<file path="src/rtl/sort4_ctrl_if.sv">
// sort4_ctrl byte stream bus: upstream producer and downstream consumer.
// Producer side drives master, the sorter takes the slave view.
interface sort4_ctrl_if;
  logic [7:0] in_data;
  logic       in_valid;
  logic       in_ready;
  logic [7:0] out_data;
  logic       out_valid;
  logic       out_ready;

  modport master (
    output in_data,
    output in_valid,
    output out_ready,
    input  in_ready,
    input  out_data,
    input  out_valid
  );

  modport slave (
    input  in_data,
    input  in_valid,
    input  out_ready,
    output in_ready,
    output out_data,
    output out_valid
  );
endinterface

</file>
<file path="src/rtl/sort4_ctrl.sv">
// sort4_ctrl: load 4 bytes, bubble-sort them on one shared comparator, stream out.
// Optional macro SORT_DESCENDING_EN flips the order to largest-first.
module comparator8_bit (
  input  logic [7:0] a_i,
  input  logic [7:0] b_i,
  input  logic       lt_i,
  input  logic       eq_i,
  input  logic       gt_i,
  output logic       lt_o,
  output logic       eq_o,
  output logic       gt_o
);
  // Magnitude compare; equal operands pass the cascade through.
  always_comb begin
    lt_o = 1'b0;
    eq_o = 1'b0;
    gt_o = 1'b0;
    if (a_i > b_i) begin
      gt_o = 1'b1;
    end else if (a_i < b_i) begin
      lt_o = 1'b1;
    end else begin
      lt_o = lt_i;
      eq_o = eq_i;
      gt_o = gt_i;
    end
  end
endmodule

module sort4_ctrl (
  input  logic       clk,
  input  logic       rst_n,
  sort4_ctrl_if.slave bus,
  output logic       busy,
  output logic [2:0] swap_cnt
);
  typedef enum logic [1:0] {
    S_LOAD  = 2'd0,
    S_SORT  = 2'd1,
    S_DRAIN = 2'd2
  } state_t;

  state_t     state_q;
  logic [7:0] buf_q [4];
  logic [1:0] ld_idx_q;
  logic [2:0] step_q;
  logic [1:0] out_idx_q;
  logic [2:0] swap_cnt_q;
  logic       in_ready_q;
  logic       out_valid_q;
  logic       busy_q;

  logic [1:0] pair_d;
  logic [1:0] pair_nx_d;
  logic [7:0] cmp_a_d;
  logic [7:0] cmp_b_d;
  logic       cmp_lt;
  logic       cmp_eq;
  logic       cmp_gt;
  logic       swap_d;

  // Bubble schedule: step -> lower index of the compared pair.
  always_comb begin
    pair_d = 2'd2;
    case (step_q)
      3'd0, 3'd3, 3'd5: pair_d = 2'd0;
      3'd1, 3'd4:       pair_d = 2'd1;
      default:          pair_d = 2'd2;
    endcase
  end

  assign pair_nx_d = pair_d + 2'd1;
  assign cmp_a_d   = buf_q[pair_d];
  assign cmp_b_d   = buf_q[pair_nx_d];

  comparator8_bit u_cmp (
    .a_i  (cmp_a_d),
    .b_i  (cmp_b_d),
    .lt_i (1'b0),
    .eq_i (1'b1),
    .gt_i (1'b0),
    .lt_o (cmp_lt),
    .eq_o (cmp_eq),
    .gt_o (cmp_gt)
  );

  // Swap only on a strict order violation so ties keep arrival order.
`ifdef SORT_DESCENDING_EN
  assign swap_d = cmp_lt & ~cmp_gt & ~cmp_eq;
`else
  assign swap_d = cmp_gt & ~cmp_lt & ~cmp_eq;
`endif

  // Controller FSM with its buffer, counters and registered handshake flags.
  always_ff @(posedge clk or negedge rst_n) begin
    if (!rst_n) begin
      state_q     <= S_LOAD;
      buf_q[0]    <= 8'h00;
      buf_q[1]    <= 8'h00;
      buf_q[2]    <= 8'h00;
      buf_q[3]    <= 8'h00;
      ld_idx_q    <= 2'd0;
      step_q      <= 3'd0;
      out_idx_q   <= 2'd0;
      swap_cnt_q  <= 3'd0;
      in_ready_q  <= 1'b1;
      out_valid_q <= 1'b0;
      busy_q      <= 1'b0;
    end else begin
      case (state_q)
        S_LOAD: begin
          if (bus.in_valid && in_ready_q) begin
            buf_q[ld_idx_q] <= bus.in_data;
            if (ld_idx_q == 2'd3) begin
              ld_idx_q   <= 2'd0;
              step_q     <= 3'd0;
              swap_cnt_q <= 3'd0;
              state_q    <= S_SORT;
              in_ready_q <= 1'b0;
              busy_q     <= 1'b1;
            end else begin
              ld_idx_q <= ld_idx_q + 2'd1;
            end
          end
        end
        S_SORT: begin
          if (swap_d) begin
            buf_q[pair_d]    <= cmp_b_d;
            buf_q[pair_nx_d] <= cmp_a_d;
            swap_cnt_q       <= swap_cnt_q + 3'd1;
          end
          if (step_q == 3'd5) begin
            state_q     <= S_DRAIN;
            out_idx_q   <= 2'd0;
            out_valid_q <= 1'b1;
          end else begin
            step_q <= step_q + 3'd1;
          end
        end
        S_DRAIN: begin
          if (out_valid_q && bus.out_ready) begin
            out_idx_q <= out_idx_q + 2'd1;
            if (out_idx_q == 2'd3) begin
              state_q     <= S_LOAD;
              out_valid_q <= 1'b0;
              in_ready_q  <= 1'b1;
              busy_q      <= 1'b0;
            end
          end
        end
        default: begin
          state_q     <= S_LOAD;
          in_ready_q  <= 1'b1;
          out_valid_q <= 1'b0;
          busy_q      <= 1'b0;
        end
      endcase
    end
  end

  assign bus.in_ready  = in_ready_q;
  assign bus.out_valid = out_valid_q;
  assign bus.out_data  = out_valid_q ? buf_q[out_idx_q] : 8'h00;
  assign busy          = busy_q;
  assign swap_cnt      = swap_cnt_q;
endmodule

</file>
<file path="src/flat_wrapper.sv">
// flat-port wrapper written by rule: the top's interface ports become plain ports
module sort4_ctrl_flat 
  (clk, rst_n, busy, swap_cnt, bus_in_data, bus_in_valid, bus_out_ready, bus_in_ready, bus_out_data, bus_out_valid);
  sort4_ctrl_if bus_i ();
  input  logic clk;
  input  logic rst_n;
  output logic busy;
  output logic [2:0] swap_cnt;
  input wire logic [$bits(bus_i.in_data)-1:0] bus_in_data;
  input wire logic [$bits(bus_i.in_valid)-1:0] bus_in_valid;
  input wire logic [$bits(bus_i.out_ready)-1:0] bus_out_ready;
  output wire logic [$bits(bus_i.in_ready)-1:0] bus_in_ready;
  output wire logic [$bits(bus_i.out_data)-1:0] bus_out_data;
  output wire logic [$bits(bus_i.out_valid)-1:0] bus_out_valid;
  assign bus_i.in_data = bus_in_data;
  assign bus_i.in_valid = bus_in_valid;
  assign bus_i.out_ready = bus_out_ready;
  assign bus_in_ready = bus_i.in_ready;
  assign bus_out_data = bus_i.out_data;
  assign bus_out_valid = bus_i.out_valid;
  sort4_ctrl u_core (.clk(clk), .rst_n(rst_n), .bus(bus_i), .busy(busy), .swap_cnt(swap_cnt));
endmodule
</file>
<file path="config.mk">
export PLATFORM = sky130hd
export DESIGN_NAME = sort4_ctrl_flat
export DESIGN_NICKNAME = d
export VERILOG_FILES = /design/src/rtl/sort4_ctrl_if.sv /design/src/rtl/sort4_ctrl.sv /design/src/flat_wrapper.sv
export SDC_FILE = /design/constraint.sdc
export NUM_CORES = 1
export LEC_CHECK = 0
export ABC_CLOCK_PERIOD_IN_PS = 7800
export BUFFER_PORTS_ARGS = -buffer_cell sky130_fd_sc_hd__buf_4
export CAP_MARGIN = 15
export CORE_MARGIN = 2
export CORE_UTILIZATION = 65
export DETAILED_ROUTE_END_ITERATION = 16
export PLACE_DENSITY_LB_ADDON = 0.1
export SETUP_SLACK_MARGIN = 0.5
export SYNTH_ARGS = -nofsm -noshare
export SYNTH_HDL_FRONTEND = slang
export SYNTH_SLANG_ARGS = --single-unit
</file>
<file path="constraint.sdc">
create_clock -name clk -period 7.8 [get_ports clk]
set_clock_uncertainty 0.05 [all_clocks]
set_input_delay 0.78 -clock clk [delete_from_list [all_inputs] [get_ports clk]]
set_output_delay 0.78 -clock clk [all_outputs]
set_load 0.02 [all_outputs]
</file>
==> summary.txt <==
Status
  – Outcome: finished clean

Global route
  – First-pass GRT wire length: 15900 um
  – Gr usage total: 0.336
  – Antenna violations before repair: 0
  – Largest net degree at the start of global routing: 48
  – Number of global-route vias before repair: 3155
  – Residual overflow from global routing: 0

Floorplanning
  – Die H: 78.4 um
  – Chip width: 78.4 um
  – Die area: 0.00615 sq mm
  – Num rows: 27
  – Core Region: 0.00544 sq mm
  – Starting Density: 0.662
  – I/O pins: 26

Clocking
  – H-tree levels: 2
  – CTS tree: built
  – Sink Count: 47
  – Clk buf depth: 2
  – Cts repair resizes: 0
  – Post-CTS Setup Inserts: 0
  – CTS clock-pin slew for the worst setup and hold paths: 0.09 ns
  – Num CTS Buffers: 5
  – Worst-skew pair later-pin latency: 0.31 ns
  – Post-CTS Hold Fix Bufs: 0
  – Root Buffer Master: clkbuf_8

Worst setup path
  – Worst Path Arrival: 5.23 ns
  – Critical path, cell by cell: inv_1 > ha_1 > mux2i_2 > o21a_1 > mux4_2 > inv_1 > ha_1 > and4_1 > nand2_1 > o311ai_0 > a21oi_1 > o211ai_2 > a22o_1 > mux2_1
  – CP Class: register to register
  – CP max FO: 16
  – Critical-path top delay cell: o21a_1
  – Max incr delay on CP: 0.68 ns
  – Reg2reg path depth: 14
  – Startpoint Class: register
  – CP Capture Type: register
  – Critical Path RT: 7.94 ns

Synth
  – Register area share after synthesis: 0.327
  – Post-Syn Area: 0.00360 sq mm
  – Avg Cell Area, Syn: 9.53 sq um
  – Syn Inst Count: 378
  – Register bit total from synthesis: 47
  – Synth unique cells: 61
  – Area share of the largest cell type after synthesis: 0.320
  – Ys flop type: dfrtp_1
  – Largest area contributor in the netlist: dfrtp_1
  – Synth area leaders: dfrtp_1, nand2_1, ha_1
  – Most common cell in the netlist: nand2_1
  – Number of synthesized flops with an enable pin: 0
  – Asr flop ratio synth: 1.00
  – Syn nets: 408
  – Post-synth top cells: nand2_1, dfrtp_1, a21oi_1
  – Synthesis Warnings: 0

Detailed routing
  – Metal2 WL: 4380 um
  – Post-DRT Antenna Nets: 0
  – DRT iter0 DRCs: 439
  – Via-to-Cell Ratio: 7.03
  – DRC: 0
  – Via Count: 3233
  – Metal1 wirelength: 3990 um
  – First-pass DRT Iterations: 5
  – WL final: 9680 um
  – Met3 WL: 1040 um
  – Wire per inst: 21.1 um
  – Top Layer Used: met4

Cells and area
  – Multi-input gate area: 0.00226 sq mm
  – Area grow syn2layout: 7.51%
  – Fill count: 425
  – Share of cells above drive strength 1: 0.175
  – FF+latch area: 0.00118 sq mm
  – Fin nets: 417
  – # diodes: 0

STA
  – Final setup viols: 0
  – Tcrit/Tclk final: 0.653
  – Setup TNS: 0 ns
  – Final count of hold timing violations: 0
  – Max-slew headroom: 0.243
  – RSZ-0062 raised after global routing: false
  – Max Freq: 196 MHz
  – Final Max Tran Viols: 0
  – Final Critical Period: 5.09 ns
  – Slew @ Worst Pin: 1.13 ns

Hold path
  – Type of the most critical hold path: primary input to async pin

Job
  – Max cap viols: 0

Placed design
  – Post-detail-place hpwl: 6540 um
  – Routability cong.: 0.866
  – PortBufs: 25
critical path, delay by kind of cell, from the launching register on:
kind | cells | cell delay (ns)
mux | 3 | 1.17
compound gates | 5 | 2.32
fa+ha+maj | 2 | 0.54
buf+inv | 2 | 0.15
flops | 1 | 0.42
simple gates | 2 | 0.31
routing by layer:
layer | global-route usage | vias to the layer above
met5 | 0 | -
met4 | 0.125 | 0
met3 | 0.0667 | 38
met2 | 0.526 | 224
met1 | 0.465 | 1549
li1 | - | 1422
through the flow:
| stage | utilization | instances | setup WS, ns | cell area [sq um] | hold WS [ns] |
|---|---|---|---|---|---|
| 2_1_floorplan | - | 378 | 3.84 | 3600 | 0.421 |
| 5_1_grt | 0.712 | 460 | 2.50 | 3870 | 0.500 |
| 6_report | 0.712 | 460 | 2.71 | 3870 | 0.432 |
| 4_1_cts | 0.712 | 460 | 2.80 | 3870 | 0.456 |
| 3_5_place_dp | 0.693 | 452 | 2.81 | 3770 | 0.456 |
| 3_3_place_gp | 0.693 | 452 | 2.96 | 3770 | 0.451 |
sequential cells by signal, indices dropped and copies added, names as in the netlist:
| name | cells |
|---|---|
| u_core.buf_q | 32 |
| u_core.step_q | 3 |
| u_core.swap_cnt | 3 |
| u_core.ld_idx_q | 2 |
| u_core.out_idx_q | 2 |
| u_core.state_q | 2 |
| u_core.bus.in_ready | 1 |
| u_core.bus.out_valid | 1 |
| u_core.busy | 1 |
cells in the final DEF, fill, tap and decap left out, types with 3 or more instances in the layout:
cell type  netlist  final
buf_4            0     26
a22o_1          11     11
inv_1           14     14
a22oi_1          8      8
a31oi_1          7      7
and2_1          13     13
nand2b_1         3      3
nor2_1          11     11
dfrtp_1         46     46
mux2i_1          6      6
nand3_1         13     13
ha_1            18     18
a21o_1           3      3
o211ai_1         7      7
clkbuf_8         0      7
nand2_1         65     65
mux2_4           8      8
o21ai_0         16     16
o22ai_1          7      7
mux4_2          10     10
a21oi_1         24     24
mux2_1          18     18
mux2_2           4      4
cells by family after synthesis:
group | synth area share
compound gates | 0.205
buf+inv | 0.0466
mux | 0.198
fa+ha+maj | 0.0625
xor+xnor | 0.00487
simple gates | 0.157
flops | 0.327
final cells by class:
type                            instances  share of cell area
Multi-Input combinational cell        293               0.583
Sequential cell                        47               0.304
Timing Repair Buffer                   26              0.0504
Clock buffer                            8              0.0259
Tap cell                               72              0.0233
Inverter                               14              0.0136
final timing paths:
check                                 start                 to  slack, ns
min                                   rst_n  u_core.state_q[0]       0.43
min in group clk            u_core.buf_q[4]    u_core.buf_q[4]       0.48
max                        u_core.step_q[0]   u_core.buf_q[25]       2.71
max in group asynchronous             rst_n    u_core.buf_q[4]       6.85
min reg2reg                 u_core.buf_q[4]    u_core.buf_q[4]       0.48
max reg2reg                u_core.step_q[0]   u_core.buf_q[25]       2.71
Power is not shown: default switching activity piles up to over one toggle a cycle in this logic, so the estimate is an artifact.
